===== config.mk =====
export PLATFORM = sky130hd
export DESIGN_NAME = result_tx_framer
export DESIGN_NICKNAME = d
export VERILOG_FILES = /design/src/rtl/miner_pkg.sv /design/src/rtl/result_fifo.sv /design/src/rtl/result_tx_framer.sv
export SDC_FILE = /design/constraint.sdc
export NUM_CORES = 1
export LEC_CHECK = 0
export CELL_PAD_IN_SITES_DETAIL_PLACEMENT = 1
export CELL_PAD_IN_SITES_GLOBAL_PLACEMENT = 1
export CORE_MARGIN = 2
export CORE_UTILIZATION = 40
export DETAILED_ROUTE_END_ITERATION = 16
export GPL_TIMING_DRIVEN = 0
export PLACE_DENSITY = 0.63
export RECOVER_POWER = 25
export SYNTH_ARGS = -nofsm -noshare
export SYNTH_HDL_FRONTEND = slang
export SYNTH_SLANG_ARGS = --single-unit
export TNS_END_PERCENT = 1

===== constraint.sdc =====
create_clock -name clk -period 6.75 [get_ports clk]
set_input_delay 2.025 -clock clk [delete_from_list [all_inputs] [get_ports clk]]
set_output_delay 2.025 -clock clk [all_outputs]
set_load 0.05 [all_outputs]

===== src/rtl/miner_pkg.sv =====
// Shared constants for the miner serial link: frame bytes, frame length,
// transmit FSM encoding and the frame byte selector.
package miner_pkg;

  localparam logic [7:0] SOF_BYTE_DEF    = 8'hA5;
  localparam logic [7:0] TYPE_RESULT_DEF = 8'h02;
  localparam int unsigned FRAME_LEN      = 7;
  localparam logic [2:0] FRAME_LAST_IDX  = 3'(FRAME_LEN - 1);

  typedef enum logic [1:0] {
    ST_IDLE = 2'd0,
    ST_SEND = 2'd1,
    ST_GAP  = 2'd2
  } tx_state_e;

  // Byte idx of a result frame: SOF, TYPE, four data bytes LSB first, CHK.
  // CHK covers TYPE and the data bytes only; SOF is left out so a receiver
  // can resynchronise on SOF without disturbing its checksum.
  function automatic logic [7:0] frame_byte(
    input logic [2:0]  idx,
    input logic [7:0]  sof,
    input logic [7:0]  typ,
    input logic [31:0] data
  );
    logic [7:0] b;
    b = 8'h00;
    case (idx)
      3'd0:    b = sof;
      3'd1:    b = typ;
      3'd2:    b = data[7:0];
      3'd3:    b = data[15:8];
      3'd4:    b = data[23:16];
      3'd5:    b = data[31:24];
      3'd6:    b = typ ^ data[7:0] ^ data[15:8] ^ data[23:16] ^ data[31:24];
      default: b = 8'h00;
    endcase
    return b;
  endfunction

endpackage


===== src/rtl/result_fifo.sv =====
// Small synchronous FIFO with first-word-fall-through read data.
// A write into a full FIFO is accepted when a pop happens in the same cycle.
module result_fifo
  import miner_pkg::*;
#(
  parameter int WIDTH = 32,
  parameter int DEPTH = 4,
  localparam int AW = (DEPTH > 1) ? $clog2(DEPTH) : 1,
  localparam int CW = $clog2(DEPTH) + 1
) (
  input  logic             clk,
  input  logic             rst_n,
  input  logic             wr_en,
  input  logic [WIDTH-1:0] wr_data,
  input  logic             rd_en,
  output logic [WIDTH-1:0] rd_data,
  output logic             full,
  output logic             empty,
  output logic [CW-1:0]    count
);

  logic [WIDTH-1:0] mem [DEPTH];
  logic [AW-1:0]    wr_ptr_q, wr_ptr_d;
  logic [AW-1:0]    rd_ptr_q, rd_ptr_d;
  logic [CW-1:0]    count_q, count_d;
  logic             wr_acc, rd_acc;

  assign full    = (count_q == CW'(DEPTH));
  assign empty   = (count_q == '0);
  assign count   = count_q;
  assign rd_data = mem[rd_ptr_q];

  // Accept logic and next pointers; pointers wrap naturally (DEPTH is 2^AW).
  always_comb begin
    rd_acc   = rd_en && !empty;
    wr_acc   = wr_en && (!full || rd_acc);
    wr_ptr_d = wr_acc ? wr_ptr_q + 1'b1 : wr_ptr_q;
    rd_ptr_d = rd_acc ? rd_ptr_q + 1'b1 : rd_ptr_q;
    count_d  = count_q + CW'(wr_acc) - CW'(rd_acc);
  end

  // Pointer and occupancy registers.
  always_ff @(posedge clk) begin
    if (!rst_n) begin
      wr_ptr_q <= '0;
      rd_ptr_q <= '0;
      count_q  <= '0;
    end else begin
      wr_ptr_q <= wr_ptr_d;
      rd_ptr_q <= rd_ptr_d;
      count_q  <= count_d;
    end
  end

  // Storage; contents need no reset since count gates every read.
  always_ff @(posedge clk) begin
    if (wr_acc) begin
      mem[wr_ptr_q] <= wr_data;
    end
  end

endmodule


===== src/rtl/result_tx_framer.sv =====
// Buffers nonce results and serialises each one as a 7-byte frame onto the
// byte-wide transmit handshake of avr_interface.
module result_tx_framer
  import miner_pkg::*;
#(
  parameter int         FIFO_DEPTH  = 4,
  parameter logic [7:0] SOF_BYTE    = SOF_BYTE_DEF,
  parameter logic [7:0] TYPE_RESULT = TYPE_RESULT_DEF,
  localparam int        LW          = $clog2(FIFO_DEPTH) + 1
) (
  input  logic          clk,
  input  logic          rst_n,
  input  logic          new_result,
  input  logic [31:0]   result_data,
  output logic [7:0]    tx_data,
  output logic          new_tx_data,
  input  logic          tx_busy,
  output logic          busy,
  output logic [LW-1:0] fifo_level,
  output logic [7:0]    drop_count
);

  tx_state_e   state_q, state_d;
  logic [2:0]  byte_idx_q, byte_idx_d;
  logic [31:0] shadow_q, shadow_d;
  logic [7:0]  tx_data_q, tx_data_d;
  logic [7:0]  drop_count_q, drop_count_d;
  logic        pop;
  logic        drop;

  logic [31:0]   fifo_rd_data;
  logic          fifo_full, fifo_empty;
  logic [LW-1:0] fifo_count;

  result_fifo #(
    .WIDTH (32),
    .DEPTH (FIFO_DEPTH)
  ) u_fifo (
    .clk     (clk),
    .rst_n   (rst_n),
    .wr_en   (new_result),
    .wr_data (result_data),
    .rd_en   (pop),
    .rd_data (fifo_rd_data),
    .full    (fifo_full),
    .empty   (fifo_empty),
    .count   (fifo_count)
  );

  // Transmit FSM. tx_data is preloaded when SEND is entered so the byte is
  // already registered on the cycle the strobe goes out; the strobe itself
  // follows tx_busy directly so the SOF lands two cycles after new_result.
  always_comb begin
    state_d     = state_q;
    byte_idx_d  = byte_idx_q;
    shadow_d    = shadow_q;
    tx_data_d   = tx_data_q;
    pop         = 1'b0;
    new_tx_data = 1'b0;
    case (state_q)
      ST_IDLE: begin
        if (!fifo_empty) begin
          pop        = 1'b1;
          shadow_d   = fifo_rd_data;
          byte_idx_d = 3'd0;
          tx_data_d  = SOF_BYTE;
          state_d    = ST_SEND;
        end
      end
      ST_SEND: begin
        if (!tx_busy) begin
          new_tx_data = 1'b1;
          state_d     = ST_GAP;
        end
      end
      ST_GAP: begin
        // One dead cycle lets a late-rising tx_busy be seen before the next byte.
        if (byte_idx_q == FRAME_LAST_IDX) begin
          state_d = ST_IDLE;
        end else begin
          byte_idx_d = byte_idx_q + 3'd1;
          tx_data_d  = frame_byte(byte_idx_q + 3'd1, SOF_BYTE, TYPE_RESULT, shadow_q);
          state_d    = ST_SEND;
        end
      end
      default: state_d = ST_IDLE;
    endcase
  end

  // Drop accounting: a write is lost only when full and nothing pops this cycle.
  always_comb begin
    drop         = new_result && fifo_full && !pop;
    drop_count_d = drop_count_q;
    if (drop && (drop_count_q != 8'hFF)) begin
      drop_count_d = drop_count_q + 8'd1;
    end
  end

  // State and datapath registers.
  always_ff @(posedge clk) begin
    if (!rst_n) begin
      state_q      <= ST_IDLE;
      byte_idx_q   <= 3'd0;
      shadow_q     <= 32'd0;
      tx_data_q    <= 8'd0;
      drop_count_q <= 8'd0;
    end else begin
      state_q      <= state_d;
      byte_idx_q   <= byte_idx_d;
      shadow_q     <= shadow_d;
      tx_data_q    <= tx_data_d;
      drop_count_q <= drop_count_d;
    end
  end

  assign tx_data    = tx_data_q;
  assign busy       = (state_q != ST_IDLE) || !fifo_empty;
  assign fifo_level = fifo_count;
  assign drop_count = drop_count_q;

endmodule


* After elaboration in Yosys (flattened, before gate mapping)
Memories as Yosys holds them, arrays and structs flattened. A register that Yosys moved wholly into a read port is not among the register bits. Cells that the tools add are included.
Cells by class: add/sub/neg operators 6, multiply operators 0, div/mod/pow operators 0, $lt $le $gt $ge 0, equal/unequal tests 14, shift operators 0, muxes and demuxes 17, bitwise logic cells 5, reductions and logical operators 19
Operator list (number):
- case mux 8 bit (7 select lines) | 1
- bitwise XOR 8 bit | 3
- two-way mux 8 bit | 2
- case mux 8 bit (2 select lines) | 1
- equality test 3 bit (second input constant) | 5
- adder 8 x 1 -> 8 bit (second input constant) | 1
- != test 8 bit (second input constant) | 1
- two-way mux 1 bit | 7
- equality test 3 x 2 -> 1 bit (second input constant) | 2
- logical NOT 3 bit | 2
- two-way mux 3 bit | 2
- != test 2 bit (second input constant) | 3
- case mux 2 bit (3 select lines) | 1
- case mux 3 bit (2 select lines) | 1
- logical AND 1 bit | 5
- adder 2 x 1 -> 2 bit (second input constant) | 2
- logical NOT 1 bit | 4
- two-way mux 2 bit | 2
- AND reduction 2 bit | 2
- nonzero test 2 bit | 2
- adder 3 x 1 -> 3 bit | 1
- adder 3 x 1 -> 3 bit (second input constant) | 1
- equality test 3 x 1 -> 1 bit (second input constant) | 1
- AND reduction 3 bit | 1
- 6 further kinds | 8
Word-level totals: register bits 28, bits in latches 0, bits in writable memories 128, bits in read-only memories 0, input bits 36, output and inout port bits 21, word-level logic and storage cells 69, memories kept 1
Memory list:
- u_fifo.mem | depth 4, bits a word 32, rd ports 1, clocked after Yosys merged registers in 1, write ports 1, line result_fifo.sv:22 | logic [WIDTH-1:0] mem [DEPTH];

* Depth between registers and ports, before layout
Gate-level depths: netlist of run 1.
word-level depth 8, depth in mapped cells 10, gate-level depth less buffers 10

* Modules after synthesis
A second synthesis of run 1 with hierarchy kept.
Unflattened totals: cell total of the unflattened synthesis 533, area, all modules 7772.5 um^2
Modules (own cells, without submodules):
- result_fifo | instances 1, cells an instance 214, area an instance 5099.9 um^2, seq. area each 4023.9 um^2
- result_tx_framer | instances 1, cells an instance 319, area an instance 2672.6 um^2, seq. area each 1061.0 um^2

* Worst setup path after synthesis of run 1
OpenSTA, ideal clock, no wires.
path kind input port to output port, from input port tx_busy, to output port new_tx_data, data arrival time 3202 ps, data required time 4725 ps, setup slack 1523 ps, stages on the path 1, path buffers 0, path through nor3b_1
Between the ends: cells in the longest elaborated chain, start to end 2
Ends and longest elaborated chain:
- start: declaration | line result_tx_framer.sv:17 | input logic tx_busy,
- two-way mux 1 bit | line result_tx_framer.sv:71 | if (!tx_busy) begin
- two-way mux 1 bit | line result_tx_framer.sv:60 | case (state_q)
- end: declaration | line result_tx_framer.sv:16 | output logic new_tx_data,
No other way between the ends.

* Worst setup path after layout of run 1
Ends and elaborated chain as after synthesis.

==> flow_summary.yaml, run 1 <==
outcome:
  status: "finished, final reports clean"
routing:
  via_per_inst: 5.34
  dr.pass1.iters: 4
  drc: 0
  wl_per_cell_um: 20.1
  wl_um: 17100
  drt-initial-drc-count: 290
  ant_nets: 0
  vias: 4542
floorplanning:
  num_rows: 50
  dieWidth_um: 142
  coreArea_um2: 18700
  dieArea_um2: 20200
  pin_count: 57
  die_y_um: 142
  start_util: 0.409
placed_design:
  port_buffers: 55
  dpl_cell_area_um2: 8580
  dp_slack_ns: 1.18
  dp.cells: 819
  hpwl_um: 12100
  globalplace.congestion: 0.824
power_and_ir_drop:
  ir_drop_uv: 189
  leakage_nw: 3.02
  seq_power_share: 0.429
  internal-power_mw: 2.45
  swShare: 0.326
  pwr-share-comb: 0.298
  powerDensity_nw_per_um2: 397
  switching_power_mw: 1.19
  pwr-share-clk: 0.273
sta:
  drv_slew: 0
  clock_skew_ns: 0.00746
  timing.final.crit_share: 0.826
  worst_slack_ns: 1.18
  setup_viol: 0
  rsz0062_at_grt: "false"
  worstMarginPinSlew_ns: 0.756
  slew_headroom: 0.496
  max_freq_mhz: 179
  fin_setup_tns_ns: 0
  period_needed_ns: 5.57
  hold_viol_final: 0
logic_synthesis:
  synthCells: 526
  synth-seq-cells: 188
  postSynthAreaPerCell_um2: 14.5
  synth_area_leaders: "edfxtp_1 50%, dfxtp_1 16%, mux4_2 9.4%"
  yosysWarnings: 0
  ys_seq_area_frac: 0.660
  synth_edf_count: 128
  async_reset_ff_frac: 0
  netlist_area_um2: 7650
  ys_types: 55
  synth_top_area_frac: 0.503
  yosysTopAreaCell: "edfxtp_1"
  syn_nets: 574
  synthFlopType: "edfxtp_1"
layout:
  design_area_um2: 9170
  final_util: 0.490
  drive_above_1_share: 0.159
  layoutNonFillerInstCount: 851
  antenna_cells: 0
  final_common_cell: "edfxtp_1"
  nets: 652
  final_cell_mix: "128 x edfxtp_1, 79 x nand2_1, 60 x dfxtp_1, 41 x a21oi_1, 33 x clkdlybuf4s50_1"
  syn_to_final_growth_pct: 19.9
global_routing:
  grt-ovfl-total: 0
  grt_max_degree: 27
  grt_pass1_vias: 5000
  antenna_found_initial: 0
  grt_pass1_wl_um: 27400
  grtUsageTotal: 0.182
critical_path:
  cp-end-kind: "output pin"
  critPathArrivalTime_ns: 3.55
  worstPathRequired_ns: 4.72
  start_kind: "input port"
  criticalPathCategory: "in -> out"
  cp_max_fo: 2
clock_tree:
  cts.reportedPaths.clkPinSlew_ns: 0.07
  clkLatencyLatePin_ns: 0.43
  cts_tree: "yes"
  clk_root_buffer_cell: "clkbuf_16"
  cts_sinks: 188
  postCtsSetupBuffers: 0
  htreeDepth: 4
  numCtsBuffers: 17
  clockBufferDepth: 2
  ctsHoldBuffers: 0
  cts_resized: 0
min_path:
  hold_path.class: "reg -> reg"
run:
  drv_cap: 0
[state kept, by name (all words and copies together) (netlist names)]
signal / cells
drop_count: 8
byte_idx_q: 3
u_fifo.rd_ptr_q: 2
u_fifo.mem: 128
shadow_q: 32
state_q: 2
u_fifo.count: 3
u_fifo.wr_ptr_q: 2
tx_data: 8
[power groups by stage]
stage / sequential [mW] / clock (mW) / combinational, mW
2_1_floorplan: 1.60 / 0 / 0.731
3_3_place_gp: 1.58 / 0 / 1.07
3_5_place_dp: 1.59 / 0 / 1.10
4_1_cts: 1.56 / 1.02 / 1.11
5_1_grt: 1.58 / 1.06 / 1.20
6_report: 1.56 / 0.994 / 1.08
[kinds of logic after synthesis]
| logic type | count (synthesis) | synth area share |
|---|---|---|
| AO/OA/AOI/OAI | 86 | 0.0756 |
| flip-flops | 188 | 0.660 |
| adder cells (fa/ha/maj) | 12 | 0.0206 |
| XOR/XNOR | 31 | 0.0365 |
| buffers and inverters | 38 | 0.0244 |
| AND/OR/NAND/NOR | 135 | 0.0838 |
| multiplexers | 36 | 0.0995 |
[final cells by class]
cell class                 count  area [um^2]
clock inverter                13          140
buffer                        28          149
inverter                      10         37.5
sequential                   188         5040
clock buffer                  19          453
timing repair buffer          59          631
tap                          234          293
multi-input combinational    300         2420
fill                        1866         9540
[synth_stat cells, types with 2 or more instances]
cell type and number:
nand2b_1 2, clkbuf_1 12, nor2_1 14, inv_1 10
nand2_1 79, and2_1 7, mux2i_1 4, nand3_1 6
dfxtp_1 60, buf_4 5, nand3b_1 2, o21ai_0 10
nor3_1 3, xor2_1 7, ha_1 11, a21oi_1 41
o311ai_0 2, nor3b_1 2, buf_2 8, edfxtp_1 128
mux4_2 32, o41ai_1 2, a221oi_1 14, xnor2_1 23
nor4_1 5, buf_6 2, a32o_1 3, a211oi_1 5
[critical path, cell delays in order]
cell             delay, ns
clkdlybuf4s50_1       0.43
nor3b_1               0.24
clkdlybuf4s50_1       0.85
[final timing paths]
kind,startpoint,endpoint,slack (ns),cells past startpoint
setup / recovery,tx_busy,new_tx_data,1.18,3
hold / removal,drop_count[7],drop_count[7],0.48,2
setup reg to reg,state_q[1],u_fifo.count[2],4.45,10
hold reg to reg,drop_count[7],drop_count[7],0.48,2
[metal layers]
| metal | routed length [um] | track usage |
|---|---|---|
| met4 | 354 | 0.0674 |
| met3 | 472 | 0.0323 |
| met1 | 7450 | 0.229 |
| met2 | 8800 | 0.317 |
| met5 | 0 | 0 |
[metrics by stage]
step / hold slack, ns / total power, mW
final: 0.477 / 3.64
after global routing: 0.497 / 3.84
after CTS: 0.484 / 3.69
after detailed placement: 0.475 / 2.69
after global placement: 0.463 / 2.65
after floorplan: 0.457 / 2.33
No activity file was read; power rests on OpenSTA's default activity.
==> run 2, diff against run 1 <==
- clock period: 6.75 -> 5.82 ns (I/O delays scaled with it)
==> results of run 2 <==
Same layout as run 1 (identical final DEF). Status: finished, final reports clean.
Main changes from that run: setup slack after placement 1.18 ns -> 0.805 ns; setup slack after layout 1.18 ns -> 0.804 ns; register-to-register setup slack 4.45 ns -> 3.52 ns; total power 3.64 mW -> 4.22 mW; worst IR drop on VDD 189 uV -> 220 uV
